**config.mk**
```make
export PLATFORM = sky130hd
export DESIGN_NAME = ps2_host_tx_flat
export DESIGN_NICKNAME = d
export VERILOG_FILES = /design/src/rtl/ps2_pkg.sv /design/src/rtl/ps2_host_tx_if.sv /design/src/rtl/ps2_line_sync.sv /design/src/rtl/ps2_host_tx.sv /design/src/flat_wrapper.sv
export SDC_FILE = /design/constraint.sdc
export NUM_CORES = 1
export LEC_CHECK = 0
export ABC_AREA = 1
export CORE_MARGIN = 3
export CORE_UTILIZATION = 50
export DETAILED_ROUTE_END_ITERATION = 12
export GPL_TIMING_DRIVEN = 1
export PLACE_DENSITY = 0.68
export SYNTH_ARGS = -nofsm -noshare
export SYNTH_HDL_FRONTEND = slang
export SYNTH_SLANG_ARGS = --single-unit
```
**constraint.sdc**
```tcl
create_clock -name clk -period 1.8 [get_ports clk]
set_clock_uncertainty 0.1 [all_clocks]
set_input_delay 0.18 -clock clk [delete_from_list [all_inputs] [get_ports clk]]
set_output_delay 0.18 -clock clk [all_outputs]
set_load 0.01 [all_outputs]
```
**src/rtl/ps2_pkg.sv**
```systemverilog
// Shared PS/2 definitions: FSM state codes, frame size, default timing and frame builder.
package ps2_pkg;

  localparam logic [2:0] ST_IDLE      = 3'd0;
  localparam logic [2:0] ST_INHIBIT   = 3'd1;
  localparam logic [2:0] ST_START     = 3'd2;
  localparam logic [2:0] ST_SHIFT     = 3'd3;
  localparam logic [2:0] ST_ACK       = 3'd4;
  localparam logic [2:0] ST_WAIT_IDLE = 3'd5;

  // Bits the host drives after the start bit: 8 data, odd parity, stop.
  localparam int PS2_FRAME_BITS = 10;

  // 100 us inhibit and 15 ms clock timeout at 50 MHz.
  localparam int PS2_INHIBIT_CYCLES_DEF = 5000;
  localparam int PS2_TIMEOUT_CYCLES_DEF = 750000;

  function automatic logic [PS2_FRAME_BITS-1:0] ps2_frame(input logic [7:0] d);
    return {1'b1, ~^d, d};
  endfunction

endpackage

```
**src/rtl/ps2_host_tx_if.sv**
```systemverilog
// Host-side command handshake of the PS/2 transmitter.
interface ps2_host_tx_if;
  logic [7:0] tx_data;
  logic       tx_start;
  logic       tx_busy;
  logic       tx_done;
  logic       tx_error;

  modport master (output tx_data, output tx_start,
                  input  tx_busy, input  tx_done, input tx_error);
  modport slave  (input  tx_data, input  tx_start,
                  output tx_busy, output tx_done, output tx_error);
endinterface

```
**src/rtl/ps2_line_sync.sv**
```systemverilog
// 2-FF synchronizers for the raw PS/2 clock/data lines plus a registered
// falling-edge strobe on the synchronized clock. Shared with the receive path.
module ps2_line_sync (
  input  logic clk,
  input  logic rst,
  input  logic clk_in,
  input  logic data_in,
  output logic sync_clk,
  output logic sync_data,
  output logic fall
);

  logic [1:0] clk_sync_q, clk_sync_d;
  logic [1:0] data_sync_q, data_sync_d;
  logic       clk_prev_q, clk_prev_d;
  logic       fall_q, fall_d;

  always_comb begin
    clk_sync_d  = {clk_sync_q[0], clk_in};
    data_sync_d = {data_sync_q[0], data_in};
    clk_prev_d  = clk_sync_q[1];
    fall_d      = clk_prev_q & ~clk_sync_q[1];
  end

  // Idle lines are high; resetting to 1 keeps reset release from faking an edge.
  always_ff @(posedge clk or posedge rst) begin
    if (rst) begin
      clk_sync_q  <= 2'b11;
      data_sync_q <= 2'b11;
      clk_prev_q  <= 1'b1;
      fall_q      <= 1'b0;
    end else begin
      clk_sync_q  <= clk_sync_d;
      data_sync_q <= data_sync_d;
      clk_prev_q  <= clk_prev_d;
      fall_q      <= fall_d;
    end
  end

  assign sync_clk  = clk_sync_q[1];
  assign sync_data = data_sync_q[1];
  assign fall      = fall_q;

endmodule

```
**src/rtl/ps2_host_tx.sv**
```systemverilog
// Host-to-device PS/2 command transmitter: request-to-send inhibit, bit shifting
// on device clock falls, ACK check and a no-clock timeout.
module ps2_host_tx
  import ps2_pkg::*;
#(
  parameter int INHIBIT_CYCLES = PS2_INHIBIT_CYCLES_DEF,
  parameter int TIMEOUT_CYCLES = PS2_TIMEOUT_CYCLES_DEF
) (
  input  logic               clk,
  input  logic               rst,
  ps2_host_tx_if.slave       host,
  input  logic               ps2_clk_in,
  input  logic               ps2_data_in,
  output logic               ps2_clk_oe,
  output logic               ps2_data_oe
);

  localparam int INH_W = $clog2(INHIBIT_CYCLES + 1);
  localparam int TO_W  = $clog2(TIMEOUT_CYCLES + 1);
  localparam logic [INH_W-1:0] INH_LAST = INH_W'(INHIBIT_CYCLES - 1);
  localparam logic [TO_W-1:0]  TO_LAST  = TO_W'(TIMEOUT_CYCLES - 1);
  localparam logic [3:0]       LAST_BIT = 4'(PS2_FRAME_BITS - 1);

  logic sync_clk, sync_data, fall;

  ps2_line_sync u_sync (
    .clk       (clk),
    .rst       (rst),
    .clk_in    (ps2_clk_in),
    .data_in   (ps2_data_in),
    .sync_clk  (sync_clk),
    .sync_data (sync_data),
    .fall      (fall)
  );

  logic [2:0]                state_q, state_d;
  logic [PS2_FRAME_BITS-1:0] shift_q, shift_d;
  logic [3:0]                bit_cnt_q, bit_cnt_d;
  logic [INH_W-1:0]          inh_cnt_q, inh_cnt_d;
  logic [TO_W-1:0]           to_cnt_q, to_cnt_d;
  logic                      data_oe_q, data_oe_d;
  logic                      done_q, done_d;
  logic                      err_q, err_d;
  logic                      dev_phase, to_hit;

  // Phases where the device owns the clock and may go silent.
  assign dev_phase = (state_q == ST_SHIFT) || (state_q == ST_ACK) ||
                     (state_q == ST_WAIT_IDLE);
  assign to_hit    = dev_phase && !fall && (to_cnt_q == TO_LAST);

  always_comb begin
    state_d   = state_q;
    shift_d   = shift_q;
    bit_cnt_d = bit_cnt_q;
    inh_cnt_d = inh_cnt_q;
    to_cnt_d  = to_cnt_q;
    data_oe_d = data_oe_q;
    done_d    = 1'b0;
    err_d     = 1'b0;

    if (to_hit) begin
      state_d   = ST_IDLE;
      data_oe_d = 1'b0;
      err_d     = 1'b1;
    end else begin
      if (dev_phase) to_cnt_d = fall ? '0 : to_cnt_q + 1'b1;
      case (state_q)
        ST_IDLE: begin
          data_oe_d = 1'b0;
          if (host.tx_start) begin
            shift_d   = ps2_frame(host.tx_data);
            inh_cnt_d = '0;
            state_d   = ST_INHIBIT;
          end
        end
        ST_INHIBIT: begin
          if (inh_cnt_q == INH_LAST) begin
            data_oe_d = 1'b1;
            state_d   = ST_START;
          end else begin
            inh_cnt_d = inh_cnt_q + 1'b1;
          end
        end
        ST_START: begin
          bit_cnt_d = '0;
          to_cnt_d  = '0;
          state_d   = ST_SHIFT;
        end
        ST_SHIFT: begin
          // Open-drain: pull low for a 0, release for a 1.
          if (fall) begin
            data_oe_d = ~shift_q[0];
            shift_d   = shift_q >> 1;
            bit_cnt_d = bit_cnt_q + 4'd1;
            if (bit_cnt_q == LAST_BIT) state_d = ST_ACK;
          end
        end
        ST_ACK: begin
          data_oe_d = 1'b0;
          if (fall) begin
            bit_cnt_d = bit_cnt_q + 4'd1;
            if (!sync_data) begin
              state_d = ST_WAIT_IDLE;
            end else begin
              err_d   = 1'b1;
              state_d = ST_IDLE;
            end
          end
        end
        ST_WAIT_IDLE: begin
          if (sync_clk && sync_data) begin
            done_d  = 1'b1;
            state_d = ST_IDLE;
          end
        end
        default: begin
          data_oe_d = 1'b0;
          state_d   = ST_IDLE;
        end
      endcase
    end
  end

  always_ff @(posedge clk or posedge rst) begin
    if (rst) begin
      state_q   <= ST_IDLE;
      shift_q   <= '0;
      bit_cnt_q <= '0;
      inh_cnt_q <= '0;
      to_cnt_q  <= '0;
      data_oe_q <= 1'b0;
      done_q    <= 1'b0;
      err_q     <= 1'b0;
    end else begin
      state_q   <= state_d;
      shift_q   <= shift_d;
      bit_cnt_q <= bit_cnt_d;
      inh_cnt_q <= inh_cnt_d;
      to_cnt_q  <= to_cnt_d;
      data_oe_q <= data_oe_d;
      done_q    <= done_d;
      err_q     <= err_d;
    end
  end

  // Decoded from state so reset releases the clock line without waiting for an edge.
  assign ps2_clk_oe    = (state_q == ST_INHIBIT) || (state_q == ST_START);
  assign ps2_data_oe   = data_oe_q;
  assign host.tx_busy  = (state_q != ST_IDLE);
  assign host.tx_done  = done_q;
  assign host.tx_error = err_q;

endmodule

```
**src/flat_wrapper.sv**
```systemverilog
// flat-port wrapper written by rule: the top's interface ports become plain ports
module ps2_host_tx_flat import ps2_pkg::*;
#(
  parameter int INHIBIT_CYCLES = PS2_INHIBIT_CYCLES_DEF,
  parameter int TIMEOUT_CYCLES = PS2_TIMEOUT_CYCLES_DEF
)
  (clk, rst, ps2_clk_in, ps2_data_in, ps2_clk_oe, ps2_data_oe, host_tx_data, host_tx_start, host_tx_busy, host_tx_done, host_tx_error);
  ps2_host_tx_if host_i ();
  input  logic clk;
  input  logic rst;
  input  logic ps2_clk_in;
  input  logic ps2_data_in;
  output logic ps2_clk_oe;
  output logic ps2_data_oe;
  input wire logic [$bits(host_i.tx_data)-1:0] host_tx_data;
  input wire logic [$bits(host_i.tx_start)-1:0] host_tx_start;
  output wire logic [$bits(host_i.tx_busy)-1:0] host_tx_busy;
  output wire logic [$bits(host_i.tx_done)-1:0] host_tx_done;
  output wire logic [$bits(host_i.tx_error)-1:0] host_tx_error;
  assign host_i.tx_data = host_tx_data;
  assign host_i.tx_start = host_tx_start;
  assign host_tx_busy = host_i.tx_busy;
  assign host_tx_done = host_i.tx_done;
  assign host_tx_error = host_i.tx_error;
  ps2_host_tx #(.INHIBIT_CYCLES(INHIBIT_CYCLES), .TIMEOUT_CYCLES(TIMEOUT_CYCLES)) u_core (.clk(clk), .rst(rst), .host(host_i), .ps2_clk_in(ps2_clk_in), .ps2_data_in(ps2_data_in), .ps2_clk_oe(ps2_clk_oe), .ps2_data_oe(ps2_data_oe));
endmodule
```
# Word level (Yosys, flattened, before mapping)
# Index checks and enable logic that the tools add are counted.
[word_totals]
ff_bits = 59
inputBits = 13
out_inout_bits = 5
wordCells = 91
[classes]
addsub = 3
eq_ne = 19
n_mux = 31
n_bitwise = 4
reduce_logical = 22
[op_table]
columns = ["operator", "n"]
rows = [
  ["2-to-1 mux 20 bit", 3],
  ["2-to-1 mux 13 bit", 2],
  ["one-hot mux 13 bit (2 select lines)", 1],
  ["2-to-1 mux 3 bit", 8],
  ["adder 20 x 1 -> 20 bit, second input constant", 1],
  ["equality test 20 bit, second input constant", 1],
  ["2-to-1 mux 10 bit", 2],
  ["one-hot mux 10 bit (2 select lines)", 1],
  ["one-hot mux 3 bit (6 select lines)", 1],
  ["!= test 3 x 2 -> 1 bit, second input constant", 5],
  ["adder 13 x 1 -> 13 bit, second input constant", 1],
  ["equality test 13 bit, second input constant", 1],
  ["2-to-1 mux 1 bit", 10],
  ["one-hot mux 4 bit (2 select lines)", 1],
  ["AND reduction 4 bit", 2],
  ["nonzero test 2 bit", 4],
  ["XNOR reduction 8 bit", 1],
  ["equality test 3 x 2 -> 1 bit, second input constant", 2],
  ["equality test 3 bit, second input constant", 2],
  ["!= test 2 bit, second input constant", 3],
  ["AND reduction 3 bit", 2],
  ["AND reduction 6 bit", 1],
  ["adder 4 x 1 -> 4 bit, second input constant", 1],
  ["equality test 4 bit, second input constant", 1],
  ["other kinds (14)", 22],
]

# Depth between registers and ports, before layout
[depth]
word_depth = 7
ltp_mapped = 12
mapped_depth_nobuf = 11

# Modules after synthesis
# From an unflattened synthesis, not the netlist that was laid out.
[unflattened]
hier_cells = 504
hier_area_um2 = 3751.1
[modules_own_cells]
columns = ["module", "instances", "cells_per_inst", "area_per_inst_um2", "seq_area_each_um2"]
rows = [
  ["ps2_host_tx", 1, 495, 3580.9, 1326.3],
  ["ps2_line_sync", 1, 9, 170.2, 156.4],
]

# Least setup slack after synthesis
# Ideal clock, no wire load.
[synth_timing]
path_type = "register to register"
startpoint = "register u_core.to_cnt_q[0]"
endpoint = "register u_core.inh_cnt_q[0]"
setup_time_ns = 0.065
arrival_time_ns = 1.596
required_time_ns = 1.635
slack_ns = 0.038
stages_incl_launch_ff = 13
path_buffers = 1
synth_period_minus_slack_ns = 1.762
cell_sequence = "dfrtp_1 -> ha_1 -> nand3_1 -> inv_2 -> nand2_1 -> nor2_1 -> nand3_2 -> nand2_4 -> inv_4 -> nand2_2 -> buf_6 -> nand2_1 -> nand2_1"
[synth_via]
elab_chain_cells = 4
[synth_rtl]
columns = ["item", "line", "rtl"]
rows = [
  ["start, declared", "ps2_host_tx.sv:40", "logic [TO_W-1:0] to_cnt_q, to_cnt_d;"],
  ["start signal, assigned", "ps2_host_tx.sv:139", "to_cnt_q <= to_cnt_d;"],
  ["equality test 20 bit", "ps2_host_tx.sv:49", "assign to_hit = dev_phase && !fall && (to_cnt_q == TO_LAST);"],
  ["logical AND 1 bit", "ps2_host_tx.sv:49", ""],
  ["NOT 1 bit (no line)", "-", ""],
  ["AND reduction 4 bit (no line)", "-", ""],
  ["end signal, assigned", "ps2_host_tx.sv:138", "inh_cnt_q <= inh_cnt_d;"],
  ["end, declared", "ps2_host_tx.sv:39", "logic [INH_W-1:0] inh_cnt_q, inh_cnt_d;"],
]
# No other way between the ends.
# A chain may end at the register's enable or synchronous reset.

# Final worst setup path
[layout_timing]
startpoint = "register u_core.state_q[0]"
endpoint = "register u_core.state_q[2]"
[layout_via]
elab_chain_cells = 7
word_cells_on_any_way = 19
cone_classes = "11 x eq/ne; 2 x mux; 6 x reduce/logical"
[layout_rtl]
columns = ["item", "line", "rtl"]
rows = [
  ["start, declared", "ps2_host_tx.sv:36", "logic [2:0] state_q, state_d;"],
  ["start signal, assigned", "ps2_host_tx.sv:135", "state_q <= state_d;"],
  ["equality test 3 x 2 -> 1 bit / equality test 3 bit (equally long branches)", "ps2_host_tx.sv:47, ps2_host_tx.sv:67", ""],
  ["logical OR 1 bit (2 in series)", "ps2_host_tx.sv:47", "assign dev_phase = (state_q == ST_SHIFT) || (state_q == ST_ACK) ||"],
  ["logical AND 1 bit (2 in series)", "ps2_host_tx.sv:49", ""],
  ["!= test 3 x 2 -> 1 bit (no line) / != test 3 x 1 -> 1 bit (equally long branches)", "-", ""],
  ["AND reduction 6 bit (no line)", "-", ""],
]
# Several ways; a longest one is shown, not always the timed one.

==> key figures <==
Drt
  – Initial DRC Count: 251
  – Post-DR wirelength/cell: 12.8 µm
  – Final wirelength: 8.81 mm
  – Vias: 3,481
  – Drt drc: 0
  – Final ANT Viol Nets: 0
  – Pre-antenna DRT Iters: 4
  – Vias per cell: 5.07

STA
  – Max Freq: 0.555 GHz
  – Slew HR: 0.739
  – Least-Margin Pin Slew: 391 ps
  – RSZ-0062 raised after global routing: true
  – Final setup violation count: 1
  – Final period util: 1.00
  – Hold Fails Final Rpt: 0
  – Max-slew violations: 0
  – Post-route minimum period: 1800 ps
  – Fin worst setup slack: -3.15 ps

Synthesis
  – Synth Flop Type: dfrtp_1
  – Post-synth cell types: 38
  – Net Count, Synth: 538
  – Gate Count Post-Synth: 521
  – Sequential-to-total area share from yosys stat: 0.409
  – Yosys top cell area share: 0.373
  – Post-synthesis register bit count: 59
  – Syn_area_per_cell: 6.96 µm²
  – Area leader, netlist: dfrtp_1
  – Synth warnings: 0
  – Area contributors post-synth: dfrtp_1 (37%), nand2_1 (18%), nand3_1 (5.7%)
  – Post-synth EDFFs: 0
  – Mapped cell area: 3630 µm²
  – Fraction of registers with async set/reset: 1.00

Floorplan
  – Die area: 8310 µm²
  – Site Rows: 30
  – # IOs: 18
  – Die height: 91.2 µm
  – Starting Density: 0.525
  – Die Width: 91.2 µm
  – Floorplan core area: 6910 µm²

Layout
  – Final Cell Area: 4580 µm²
  – N_diodes: 0
  – Finished Layout Cells: 686
  – Area Growth Syn to Fin: 26.2%
  – Most frequent cells in the layout: nand2_1 (175), inv_1 (52), dfrtp_1 (52), nor2_1 (49), buf_4 (40)
  – Fin nets: 602
  – Finished Core Util: 0.663
  – Fill cell instance count of the final layout: 612
  – Layout cell share with drive strength beyond 1: 0.188
  – Most common cell after layout, fill and taps aside: nand2_1

Critical path
  – Data arrival, critical path: 1930 ps
  – Maximum fanout along the worst path: 5
  – CP Class: flip-flop to flip-flop
  – Worst setup EP type: flip-flop
  – Worst Setup Start Kind: flip-flop
  – Crit path required time: 1930 ps

Run
  – Max Cap Viol: 0

Global route
  – Tot GR Track Use: 0.218
  – Largest net degree at the start of global routing: 29
  – Vias in the first global route: 3,333
  – Initial antenna violation count: 0
  – Wire length of the first global-routing pass: 14.8 mm
  – Grt total ovfl: 0

Place
  – Inst Count DP: 664
  – Dpl cell area: 4220 µm²
  – DP HPWL: 6.31 mm
  – I/O Buffers: 17
  – GPL Wtd Cong: 0.964

Clocking
  – Clk Latency, worst-skew pair: 340 ps
  – Hold Buf Count CTS: 0
  – Cts bufs inserted: 9
  – Reg clk slew, reported paths: 80 ps
  – Maximum clock insertion buffer count: 2
  – CTS Root Cell: clkbuf_8
  – Clk sinks: 59
  – H-tree levels: 3
  – CTS tree: done

Worst hold path
  – Worst hold path type: input port to asynchronous set/reset pin

Outcome
  – Failing checks: negative setup slack
  – Status: finished, violations left

Pwr
  – Worst IR Drop VDD: 0.662 mV
  – Cell Pwr Density: 1360 nW/µm²
  – Leak: 2.22 nW
-- stage by stage --
step	setup slack, ps	power, mW	hold WS, ps	setup TNS [ps]
finish	-3.15	6.24	36.0	-3.15
detailed placement	7.63	4.63	247	0
global route	-81.5	6.68	77.0	-483
floorplan	38.4	3.60	84.5	0
CTS	3.51	5.95	46.0	0
global placement	63.0	4.58	246	0
-- sequential cells by signal (all words and copies together) (netlist names) --
signal                     cells
u_core.inh_cnt_q              13
u_core.host.tx_error           1
u_core.u_sync.clk_prev_q       1
u_core.u_sync.fall             1
u_core.ps2_data_oe             1
u_core.bit_cnt_q               4
u_core.state_q                 3
u_core.to_cnt_q               20
u_core.u_sync.clk_sync_q       2
u_core.u_sync.data_sync_q      2
u_core.host.tx_done            1
u_core.shift_q                10
-- layout make-up --
class,instances,area [µm²],share of cell area
well taps,96,120,0.0262
clock inverters,4,50.0,0.0109
multi-input cells,390,1950,0.426
inverters,62,238,0.0519
flip-flops and latches,59,1490,0.324
repair buffers,63,578,0.126
clock buffers,12,155,0.0339
-- synth_stat cells (5+ instances only) --
cell type / instances
dfrtp_1: 54
o21ai_1: 19
nand3_1: 41
xnor2_1: 5
nor2_1: 54
inv_1: 54
nor3_1: 8
nand2_1: 178
dfstp_2: 5
xor2_1: 10
o21ai_0: 18
inv_2: 7
a21oi_1: 5
nand4_1: 16
-- critical path: stages (launching register included) --
cell and delay [ps]:
dfrtp_1 410, buf_6 150, nand3_2 110, buf_4 130
inv_1 80, nand2_1 90, nand2_1 110, nor2_4 140
nand3_4 110, o21bai_1 190, nor2_1 60
-- report_power, final --
part / total, mW / switching [mW] / internal [mW]
Sequential: 1.90 / 0.246 / 1.65
Combinational: 3.09 / 1.83 / 1.26
Clock: 1.26 / 0.543 / 0.713
Total: 6.24 / 2.62 / 3.62
-- worst paths after layout --
kind / depth (start not counted) / slack, ps / from / to
max: 10 / -3 / u_core.state_q[0] / u_core.state_q[2]
min: 2 / 40 / rst / u_core.shift_q[1]
max reg2reg: 10 / -3 / u_core.state_q[0] / u_core.state_q[2]
min reg2reg: 0 / 260 / u_core.u_sync.data_sync_q[0] / u_core.u_sync.data_sync_q[1]
max in group asynchronous: 3 / 1060 / rst / u_core.u_sync.clk_prev_q
min in group clk: 1 / 140 / ps2_clk_in / u_core.u_sync.clk_sync_q[0]
-- what timing repair did --
item | 4_1_cts | 5_1_grt
cloned | 0 | 0
gates resized for setup | 9 | 27
pin swaps | 0 | 9
buffers inserted | 1 | 5
endpoints found under the setup margin | 3 | 50
-- layer usage --
| layer | up-vias | global-route usage | share of wire |
|---|---|---|---|
| met5 | - | 0 | 0 |
| met4 | 0 | 0.0905 | 0.017 |
| met3 | 15 | 0.0472 | 0.035 |
| met2 | 56 | 0.359 | 0.49 |
| met1 | 1607 | 0.276 | 0.46 |
| li1 | 1803 | - | - |
-- kinds of logic (layout without fill, tap and decap cells) --
family,after synthesis,count (layout),synth area share
AO/OA/AOI/OAI,52,52,0.0794
XOR/XNOR,15,15,0.0362
adder cells (fa/ha/maj),4,4,0.0138
buffers and inverters,72,141,0.0807
flip-flops,59,59,0.409
AND/OR/NAND/NOR,319,319,0.381
(Power assumes the default switching activity.)
